File: src/rtl/dcache_tag_bank_pkg.sv
// Shared types and geometry for the data-cache tag bank.
// The parity field of way_meta_t exists only when DCACHE_TAG_PARITY_EN is defined.
package dcache_pkg;

    localparam int TAG_WIDTH = 23;
    localparam int SET_BITS  = 4;
    localparam int NUM_WAYS  = 4;
    localparam int DEPTH     = 1 << SET_BITS;

    typedef logic [TAG_WIDTH-1:0] tag_t;
    typedef logic [SET_BITS-1:0]  set_idx_t;

    typedef struct packed {
        logic valid;
        logic dirty;
`ifdef DCACHE_TAG_PARITY_EN
        logic parity;
`endif
    } way_meta_t;

    typedef enum logic [0:0] {
        FL_IDLE  = 1'b0,
        FL_SWEEP = 1'b1
    } flush_state_t;

endpackage

File: src/rtl/dcache_tag_bank_flush_ctrl.sv
// Flush sequencer: walks every set once, issuing one clear strobe per cycle,
// and reports busy for exactly DEPTH cycles after the request is accepted.
module dcache_flush_ctrl
    import dcache_pkg::*;
(
    input  logic                clk_i,
    input  logic                rst_i,
    input  logic                flush_req_i,
    output logic                idle_o,
    output logic                busy_o,
    output logic                clr_o,
    output logic [SET_BITS-1:0] clr_idx_o
);

    flush_state_t state_q;
    set_idx_t     ctr_q;
    logic         busy_q;

    always_ff @(posedge clk_i or posedge rst_i) begin
        if (rst_i) begin
            state_q <= FL_IDLE;
            ctr_q   <= '0;
            busy_q  <= 1'b0;
        end else begin
            case (state_q)
                FL_IDLE: begin
                    if (flush_req_i) begin
                        state_q <= FL_SWEEP;
                        ctr_q   <= '0;
                        busy_q  <= 1'b1;
                    end
                end
                FL_SWEEP: begin
                    // The counter wraps back to zero on the final set.
                    ctr_q <= ctr_q + 1'b1;
                    if (ctr_q == set_idx_t'(DEPTH - 1)) begin
                        state_q <= FL_IDLE;
                        busy_q  <= 1'b0;
                    end
                end
                default: begin
                    state_q <= FL_IDLE;
                    busy_q  <= 1'b0;
                end
            endcase
        end
    end

    assign idle_o    = (state_q == FL_IDLE);
    assign busy_o    = busy_q;
    assign clr_o     = (state_q == FL_SWEEP);
    assign clr_idx_o = ctr_q;

endmodule

File: src/rtl/dcache_tag_bank.sv
// N-way data-cache tag store: registered-input single RW port, combinational read of the
// registered set, per-way write mask, async valid/dirty clear and flush sweep.
// Optional per-way even parity and parity_err0 output under DCACHE_TAG_PARITY_EN.
module dcache_tag_bank
    import dcache_pkg::*;
(
    input  logic                          clk0,
    input  logic                          rst0,
    input  logic                          csb0,
    input  logic                          web0,
    input  logic [NUM_WAYS-1:0]           wmask0,
    input  logic [SET_BITS-1:0]           addr0,
    input  logic [TAG_WIDTH-1:0]          din0_tag,
    input  logic                          din0_valid,
    input  logic                          din0_dirty,
    output logic [NUM_WAYS*TAG_WIDTH-1:0] dout0_tag,
    output logic [NUM_WAYS-1:0]           dout0_valid,
    output logic [NUM_WAYS-1:0]           dout0_dirty,
    input  logic                          flush_req,
    output logic                          flush_busy
`ifdef DCACHE_TAG_PARITY_EN
    ,
    output logic [NUM_WAYS-1:0]           parity_err0
`endif
);

    logic     fl_idle;
    logic     clr_en;
    set_idx_t clr_idx;
    logic     access_en;

    dcache_flush_ctrl u_flush_ctrl (
        .clk_i       (clk0),
        .rst_i       (rst0),
        .flush_req_i (flush_req),
        .idle_o      (fl_idle),
        .busy_o      (flush_busy),
        .clr_o       (clr_en),
        .clr_idx_o   (clr_idx)
    );

    // An access coinciding with a flush request is dropped outright.
    assign access_en = !csb0 && fl_idle && !flush_req;

    logic                web_q;
    set_idx_t            addr_q;
    logic [NUM_WAYS-1:0] wmask_q;
    tag_t                din_tag_q;
    logic                din_valid_q;
    logic                din_dirty_q;
`ifdef DCACHE_TAG_PARITY_EN
    logic                din_parity_q;
`endif

    always_ff @(posedge clk0 or posedge rst0) begin
        if (rst0) begin
            web_q  <= 1'b1;
            addr_q <= '0;
        end else if (access_en) begin
            web_q  <= web0;
            addr_q <= addr0;
        end else begin
            web_q  <= 1'b1;
        end
    end

    // Write payload is only consumed while web_q is low, so it needs no reset.
    always_ff @(posedge clk0) begin
        if (access_en) begin
            wmask_q     <= wmask0;
            din_tag_q   <= din0_tag;
            din_valid_q <= din0_valid;
            din_dirty_q <= din0_dirty;
`ifdef DCACHE_TAG_PARITY_EN
            din_parity_q <= ^{din0_tag, din0_valid, din0_dirty};
`endif
        end
    end

    genvar gi;
    generate
        for (gi = 0; gi < NUM_WAYS; gi++) begin : g_way
            tag_t             tag_mem_q [DEPTH];
            logic [DEPTH-1:0] valid_q;
            logic [DEPTH-1:0] dirty_q;
`ifdef DCACHE_TAG_PARITY_EN
            logic [DEPTH-1:0] parity_q;
`endif
            logic             way_we;
            way_meta_t        rd_meta;

            assign way_we = !web_q && wmask_q[gi];

            always_ff @(posedge clk0) begin
                if (way_we) begin
                    tag_mem_q[addr_q] <= din_tag_q;
                end
            end

            // Writes are never captured during a sweep, so the clear and write paths never collide.
            always_ff @(posedge clk0 or posedge rst0) begin
                if (rst0) begin
                    valid_q <= '0;
                    dirty_q <= '0;
`ifdef DCACHE_TAG_PARITY_EN
                    parity_q <= '0;
`endif
                end else if (clr_en) begin
                    valid_q[clr_idx] <= 1'b0;
                    dirty_q[clr_idx] <= 1'b0;
`ifdef DCACHE_TAG_PARITY_EN
                    parity_q[clr_idx] <= 1'b0;
`endif
                end else if (way_we) begin
                    valid_q[addr_q] <= din_valid_q;
                    dirty_q[addr_q] <= din_dirty_q;
`ifdef DCACHE_TAG_PARITY_EN
                    parity_q[addr_q] <= din_parity_q;
`endif
                end
            end

            assign rd_meta.valid = valid_q[addr_q];
            assign rd_meta.dirty = dirty_q[addr_q];
`ifdef DCACHE_TAG_PARITY_EN
            assign rd_meta.parity = parity_q[addr_q];
            assign parity_err0[gi] = (^{tag_mem_q[addr_q], rd_meta.valid, rd_meta.dirty}) ^ rd_meta.parity;
`endif

            assign dout0_tag[gi*TAG_WIDTH +: TAG_WIDTH] = tag_mem_q[addr_q];
            assign dout0_valid[gi] = rd_meta.valid;
            assign dout0_dirty[gi] = rd_meta.dirty;
        end
    endgenerate

endmodule

File: config.mk
export PLATFORM = sky130hd
export DESIGN_NAME = dcache_tag_bank
export DESIGN_NICKNAME = d
export VERILOG_FILES = /design/src/rtl/dcache_tag_bank_pkg.sv /design/src/rtl/dcache_tag_bank_flush_ctrl.sv /design/src/rtl/dcache_tag_bank.sv
export SDC_FILE = /design/constraint.sdc
export NUM_CORES = 2
export LEC_CHECK = 0
export ABC_AREA = 1
export CORE_MARGIN = 2
export CORE_UTILIZATION = 24
export DETAILED_ROUTE_END_ITERATION = 16
export PLACE_DENSITY = 0.39
export SETUP_SLACK_MARGIN = 0.05
export SLEW_MARGIN = 10
export SYNTH_ARGS = -nofsm -noshare
export SYNTH_HDL_FRONTEND = slang
export SYNTH_SLANG_ARGS = --single-unit
export TNS_END_PERCENT = 5
File: constraint.sdc
create_clock -name clk0 -period 4.62 [get_ports clk0]
set_input_delay 0.693 -clock clk0 [delete_from_list [all_inputs] [get_ports clk0]]
set_output_delay 0.693 -clock clk0 [all_outputs]
set_load 0.005 [all_outputs]
=== After elaboration in Yosys (flattened, before gate mapping) ===
Memory sizes are Yosys's and may differ from the RTL's.
Cells that the tools add are included.
Widths: inputs -> output; s select.

* Flip-flop bits (word level): 168
* Bits in writable memories: 1472
* Output and inout port bits: 101
* Memories: 4

* Add/subtract/negate cells: 1
* $lt $le $gt $ge: 4
* Equal/unequal tests: 3
* Multiplexer cells: 61
* Bitwise logic cells: 10
* Reduce and logical (&&, ||, !) cells: 16

{| class="wikitable"
|+ Memory list
! memory !! words !! bits a word !! rd ports !! clocked after memory_dff !! write ports !! RTL line !! RTL
|-
| g_way[0].tag_mem_q || 16 || 23 || 1 || 0 || 1 || dcache_tag_bank.sv:83 || <nowiki>tag_t tag_mem_q [DEPTH];</nowiki>
|-
| g_way[1].tag_mem_q || 16 || 23 || 1 || 0 || 1 || dcache_tag_bank.sv:83 ||
|-
| g_way[2].tag_mem_q || 16 || 23 || 1 || 0 || 1 || dcache_tag_bank.sv:83 ||
|-
| g_way[3].tag_mem_q || 16 || 23 || 1 || 0 || 1 || dcache_tag_bank.sv:83 ||
|}

{| class="wikitable"
|+ Operators with widths
! kind !! number
|-
| $mux 16 || 16
|-
| $and 16x16->16 || 8
|-
| $bwmux 16 || 8
|-
| $bmux 1 s4 || 8
|-
| $mux 1 || 23
|-
| $not 16->16 || 1
|-
| $lt 4x5->1 const B || 2
|-
| $demux 1 s4 || 2
|-
| $ge 4x1->1 const B || 2
|-
| $logic_and 1x1->1 || 8
|-
| $pmux 4 s2 || 1
|-
| $reduce_bool 2->1 || 4
|-
| $add 4x1->4 const B || 1
|-
| $eq 4x4->1 const B || 1
|-
| $mux 4 || 1
|-
| $ne 2x2->1 const B || 2
|-
| $pmux 1 s2 || 2
|-
| $logic_not 1->1 || 3
|-
| $reduce_and 2->1 || 1
|-
| $not 1->1 || 1
|}

=== Depth between registers and ports, before layout ===
* Depth in word-level cells: 7
* Depth in mapped cells: 13

=== Cells and area by module ===
Synthesis repeated with hierarchy kept, for this count alone.

* Cells, all modules: 7206
* Area, all modules: 70580.2 sq um

{| class="wikitable"
|+ Modules (own cells, without submodules)
! module !! times used !! cells an instance !! area an instance (sq um) !! sequential area each (sq um)
|-
| dcache_tag_bank || 1 || 7172 || 70304.9 || 48402.7
|-
| dcache_flush_ctrl || 1 || 34 || 275.3 || 150.1
|}

=== Least setup slack after synthesis ===
No wires, ideal clock.

* Path kind: input-to-reg
* Start point: input flush_req
* End point: register din_dirty_q (enable)
* Data arrival time: 2.364 ns
* Required time: 4.194 ns
* Slack: 1.830 ns
* Stages: 3
* Path through: nor2_1 inv_1 nor2_1

* Cells in the longest elaborated chain, start to end: 2

{| class="wikitable"
|+ RTL lines
! item !! RTL line !! RTL
|-
| from (decl) || dcache_tag_bank.sv:19 || <nowiki>input logic flush_req,</nowiki>
|-
| $logic_not 1->1 || dcache_tag_bank.sv:43 || <nowiki>assign access_en = !csb0 && fl_idle && !flush_req;</nowiki>
|-
| $logic_and 1x1->1 || dcache_tag_bank.sv:43 ||
|-
| net access_en || dcache_tag_bank.sv:30 || <nowiki>logic access_en;</nowiki>
|-
| to (signal assigned) || dcache_tag_bank.sv:73 || <nowiki>din_dirty_q <= din0_dirty;</nowiki>
|-
| to (decl) || dcache_tag_bank.sv:50 || <nowiki>logic din_dirty_q;</nowiki>
|}

The timed path passes the listed nets, and every way through them passes these cells.
A chain may end at the register's enable or synchronous reset.

=== Worst setup path in the final report ===
* Start point: register addr_q[1]
* End point: output dout0_tag[46]

* Cells in the longest elaborated chain, start to end: 1

{| class="wikitable"
|+ RTL lines
! item !! RTL line !! RTL
|-
| from (decl) || dcache_tag_bank.sv:46 || <nowiki>set_idx_t addr_q;</nowiki>
|-
| from (signal assigned) || dcache_tag_bank.sv:61 || <nowiki>addr_q <= addr0;</nowiki>
|-
| $mem_v2 16x23 || n/a ||
|-
| to (decl) || dcache_tag_bank.sv:16 || <nowiki>output logic [NUM_WAYS*TAG_WIDTH-1:0] dout0_tag,</nowiki>
|}

Every way passes these cells.

==> metrics.txt <==
# TYPE chip_impl_metric gauge
chip_impl_metric{name="clock_power_share",unit="%"} 29.8
chip_impl_metric{name="grt_pass1_vias",unit=""} 47706
chip_impl_metric{name="dpl.cell_count",unit=""} 11058
chip_impl_metric{name="slew_viol_final",unit=""} 0
chip_impl_metric{name="report.power.total",unit="mW"} 49.0
chip_impl_metric{name="final_layout_size_suffix_gt1_share",unit="%"} 6.54
chip_impl_metric{name="avgViaCountPerCell",unit=""} 4.24
chip_impl_metric{name="numCtsBuffers",unit=""} 195
chip_impl_metric{name="hold-worst-slack",unit="ns"} 0.212
chip_impl_metric{name="finalWirelength",unit="mm"} 237
chip_impl_info{name="post-synth-top-count-cell",value="sky130_fd_sc_hd__nand2_1"} 1
chip_impl_metric{name="regArea",unit="um2"} 48600
chip_impl_metric{name="gp_congestion",unit=""} 0.783
chip_impl_metric{name="std_cell_core_area",unit="um2"} 291000
chip_impl_metric{name="final_period_util",unit="%"} 96.0
chip_impl_metric{name="post-route-worst-setup-slack",unit="ns"} 0.184
chip_impl_metric{name="syn-instance-count",unit=""} 7198
chip_impl_info{name="synthTopCellsByArea",value="sky130_fd_sc_hd__edfxtp_1 64%, sky130_fd_sc_hd__nand2_1 25%, sky130_fd_sc_hd__dfrtp_1 4.9%"} 1
chip_impl_info{name="yosysTopAreaCell",value="sky130_fd_sc_hd__edfxtp_1"} 1
chip_impl_metric{name="port_buffers",unit=""} 138
chip_impl_metric{name="dr.first_iter.drc_count",unit=""} 3624
chip_impl_metric{name="max_cap_viol_count",unit=""} 0
chip_impl_metric{name="layout-area-overhead-vs-synth",unit="%"} 17.7
chip_impl_info{name="result_of_the_run",value="completed"} 1
chip_impl_metric{name="synth-seq-cells",unit=""} 1640
chip_impl_info{name="critPathCaptureType",value="output pin"} 1
chip_impl_metric{name="global_route.usage.total",unit="%"} 15.8
chip_impl_metric{name="cellPowerDensity",unit="nW/um2"} 593
chip_impl_metric{name="clkTransAtPathRegs",unit="ns"} 0.06
chip_impl_info{name="rsz0062_at_grt",value="yes"} 1
chip_impl_metric{name="clkLatencyLatePin",unit="ns"} 0.87
chip_impl_metric{name="fin_skew",unit="ns"} 0.0677
chip_impl_metric{name="final.fill_count",unit=""} 30636
chip_impl_metric{name="cellInternalPower",unit="mW"} 29.9
chip_impl_metric{name="signal_arrival_time_at_the_worst_endpoint",unit="ns"} 3.74
chip_impl_metric{name="worstPathMaxFanout",unit=""} 77
chip_impl_metric{name="gr-total-overflow",unit=""} 0
chip_impl_metric{name="grt_max_degree",unit=""} 159
chip_impl_metric{name="wl_per_cell",unit="um"} 20.8
chip_impl_metric{name="synth.avg_cell_area",unit="um2"} 9.74
chip_impl_metric{name="std_cell_rows",unit=""} 198
chip_impl_metric{name="slew_headroom",unit="%"} 17.3
chip_impl_metric{name="p_switching",unit="mW"} 19.1
chip_impl_metric{name="ir_worst_vdd",unit="uV"} 447
chip_impl_info{name="hp-class",value="input port to async pin"} 1
chip_impl_info{name="clockRootBuffer",value="sky130_fd_sc_hd__clkbuf_16"} 1
chip_impl_metric{name="hold_viol_final",unit=""} 0
chip_impl_info{name="timing.setup.critical_path_class",value="flop to output pin"} 1
chip_impl_metric{name="vias",unit=""} 48424
chip_impl_metric{name="p_leak",unit="nW"} 34.9
chip_impl_metric{name="max-clock-path-buffers",unit=""} 4
chip_impl_metric{name="number_of_antenna_violations_at_the_first_check_in_global_routing",unit=""} 18
chip_impl_metric{name="timing.setup.tns",unit="ns"} 0
chip_impl_metric{name="placedInstanceArea",unit="um2"} 76600
chip_impl_metric{name="share_seq_of_total_power",unit="%"} 33.8
chip_impl_metric{name="detail_route.first_pass.iterations",unit=""} 7
chip_impl_metric{name="tightestPinTransition",unit="ns"} 1.23
chip_impl_metric{name="boundaryPins",unit=""} 139
chip_impl_metric{name="setup_violations",unit=""} 0
chip_impl_metric{name="ys_warn_count",unit=""} 0
chip_impl_metric{name="layout_min_cycle_time",unit="ns"} 4.44
chip_impl_metric{name="pwr-share-comb",unit="%"} 36.4
chip_impl_metric{name="multi_input_area",unit="um2"} 19100
chip_impl_metric{name="initial_utilization",unit="%"} 24.1
chip_impl_metric{name="rrSetupSlack",unit="ns"} 1.00
chip_impl_info{name="dominantRegCellSynth",value="sky130_fd_sc_hd__edfxtp_1"} 1
chip_impl_metric{name="number_of_synthesized_flops_with_an_enable_pin",unit=""} 1501
chip_impl_metric{name="synth_async_reset_ratio",unit="%"} 8.48
chip_impl_metric{name="synth-seq-area-share",unit="%"} 69.2
chip_impl_metric{name="remaining_design_rule_violation_count",unit=""} 0
chip_impl_metric{name="die_height",unit="um"} 545
chip_impl_metric{name="drt.antenna.violating_nets",unit=""} 0
chip_impl_metric{name="nets",unit=""} 7398
chip_impl_metric{name="layoutNonFillerInstCount",unit=""} 11413
chip_impl_metric{name="postSynthNetCount",unit=""} 7241
chip_impl_info{name="post_synth_most_frequent_cells",value="4,681 x sky130_fd_sc_hd__nand2_1, 1,501 x sky130_fd_sc_hd__edfxtp_1, 253 x sky130_fd_sc_hd__inv_1, 175 x sky130_fd_sc_hd__buf_2, 138 x sky130_fd_sc_hd__dfrtp_1"} 1
chip_impl_metric{name="dieArea",unit="um2"} 297000
chip_impl_metric{name="fmax",unit="GHz"} 0.225
chip_impl_metric{name="switching_share",unit="%"} 38.9
chip_impl_metric{name="finalInstanceArea",unit="um2"} 82600
chip_impl_metric{name="synth_top_area_share",unit="%"} 64.3
chip_impl_metric{name="die_x",unit="um"} 545
chip_impl_metric{name="required",unit="ns"} 3.93
chip_impl_metric{name="unique_masters_post_synth",unit=""} 21
chip_impl_metric{name="clkSinkCount",unit=""} 1640
chip_impl_metric{name="layout.core_utilization",unit="%"} 28.4
chip_impl_metric{name="first_pass_grt_wire_length",unit="mm"} 343
chip_impl_info{name="crit_path_start_kind",value="flop"} 1
chip_impl_metric{name="detailedPlace.worstSlack",unit="ns"} 0.728
chip_impl_metric{name="h-tree-depth",unit=""} 4
chip_impl_metric{name="cts-hold-fix-buffers",unit=""} 0
chip_impl_info{name="cts_tree",value="yes"} 1
chip_impl_metric{name="syn-cell-area",unit="um2"} 70100
chip_impl_metric{name="dpl.hpwl",unit="mm"} 129
sequential cells by signal, indices dropped and copies added, names as in the netlist:
| signal | cells |
|---|---|
| g_way.tag_mem_q | 1472 |
| g_way.dirty_q | 64 |
| g_way.valid_q | 64 |
| din_tag_q | 23 |
| addr_q | 4 |
| u_flush_ctrl.clr_idx_o | 4 |
| wmask_q | 4 |
| din_dirty_q | 1 |
| din_valid_q | 1 |
| u_flush_ctrl.busy_o | 1 |
| u_flush_ctrl.clr_o | 1 |
| web_q | 1 |
repair_timing:
item	CTS	global route
buffers inserted	0	0
setup endpoints to repair	54	28
pin swaps	0	0
gates resized for setup	11	11
layer usage:
| metal | share of wire (%) | global-route usage [%] |
|---|---|---|
| met1 | 48 | 22.4 |
| met2 | 46 | 25.4 |
| met3 | 4.6 | 2.22 |
| met4 | 2.0 | 3.33 |
| met5 | 0.013 | 0 |
power by group through the flow:
stage          combinational (mW)  sequential [mW]  clock, mW
4_1_cts                      18.3             16.5       15.1
6_report                     17.8             16.5       14.6
5_1_grt                      20.0             16.6       15.6
3_3_place_gp                 18.3             16.8          0
3_5_place_dp                 18.2             16.8          0
2_1_floorplan                10.2             16.8          0
path summary, 6_finish.rpt:
kind / end / depth (start not counted) / start
worst min register to register: g_way[2].valid_q[5] / 2 / g_way[2].valid_q[5]
worst max-delay path: dout0_tag[46] / 9 / addr_q[1]
worst min-delay path: addr_q[1] / 2 / rst0
min in group clk0: web_q / 3 / web0
max in group asynchronous: g_way[1].valid_q[10] / 3 / rst0
worst max register to register: g_way[2].tag_mem_q[1][15] / 8 / addr_q[0]
cells by family (layout without fill, tap and decap cells):
group / count (synthesis) / after routing / synth area share (%)
AND/OR/NAND/NOR: 4812 / 4812 / 25.9
flip-flops: 1640 / 1640 / 69.2
adder cells (fa/ha/maj): 5 / 5 / 0.0892
other: 0 / 8 / 0
AO/OA/AOI/OAI: 130 / 130 / 0.928
buffers and inverters: 611 / 918 / 3.88
cell type report:
type	count	share of cell area, %
Inverter	270	1.28
Clock inverter	86	0.791
Antenna cell	8	0.0242
Clock buffer	261	6.37
Multi-Input combinational cell	4947	23.1
Sequential cell	1640	58.8
Tap cell	3900	5.91
Timing Repair Buffer	301	3.71
cells in the final DEF, fill, tap and decap left out, types with 44 or more instances in the layout:
master                            instances
sky130_fd_sc_hd__dfrtp_1                136
sky130_fd_sc_hd__clkdlybuf4s50_1        134
sky130_fd_sc_hd__nand2_1               4676
sky130_fd_sc_hd__clkbuf_16              196
sky130_fd_sc_hd__edfxtp_1              1501
sky130_fd_sc_hd__inv_1                  251
sky130_fd_sc_hd__clkinv_1                45
sky130_fd_sc_hd__clkbuf_1                54
sky130_fd_sc_hd__buf_4                  127
sky130_fd_sc_hd__o21ai_0                 79
sky130_fd_sc_hd__nand3_1                 61
sky130_fd_sc_hd__o21ai_1                 44
critical path, stage by stage (launching register included):
cell and delay [ns]:
sky130_fd_sc_hd__dfrtp_4 0.56, sky130_fd_sc_hd__inv_8 0.54, sky130_fd_sc_hd__buf_4 0.41, sky130_fd_sc_hd__nand2_1 0.11
sky130_fd_sc_hd__nand2_1 0.06, sky130_fd_sc_hd__nand2_1 0.07, sky130_fd_sc_hd__nand2_1 0.09, sky130_fd_sc_hd__inv_1 0.05
sky130_fd_sc_hd__nand2_1 0.30, sky130_fd_sc_hd__clkdlybuf4s50_1 0.58
(Power assumes the default switching activity.)
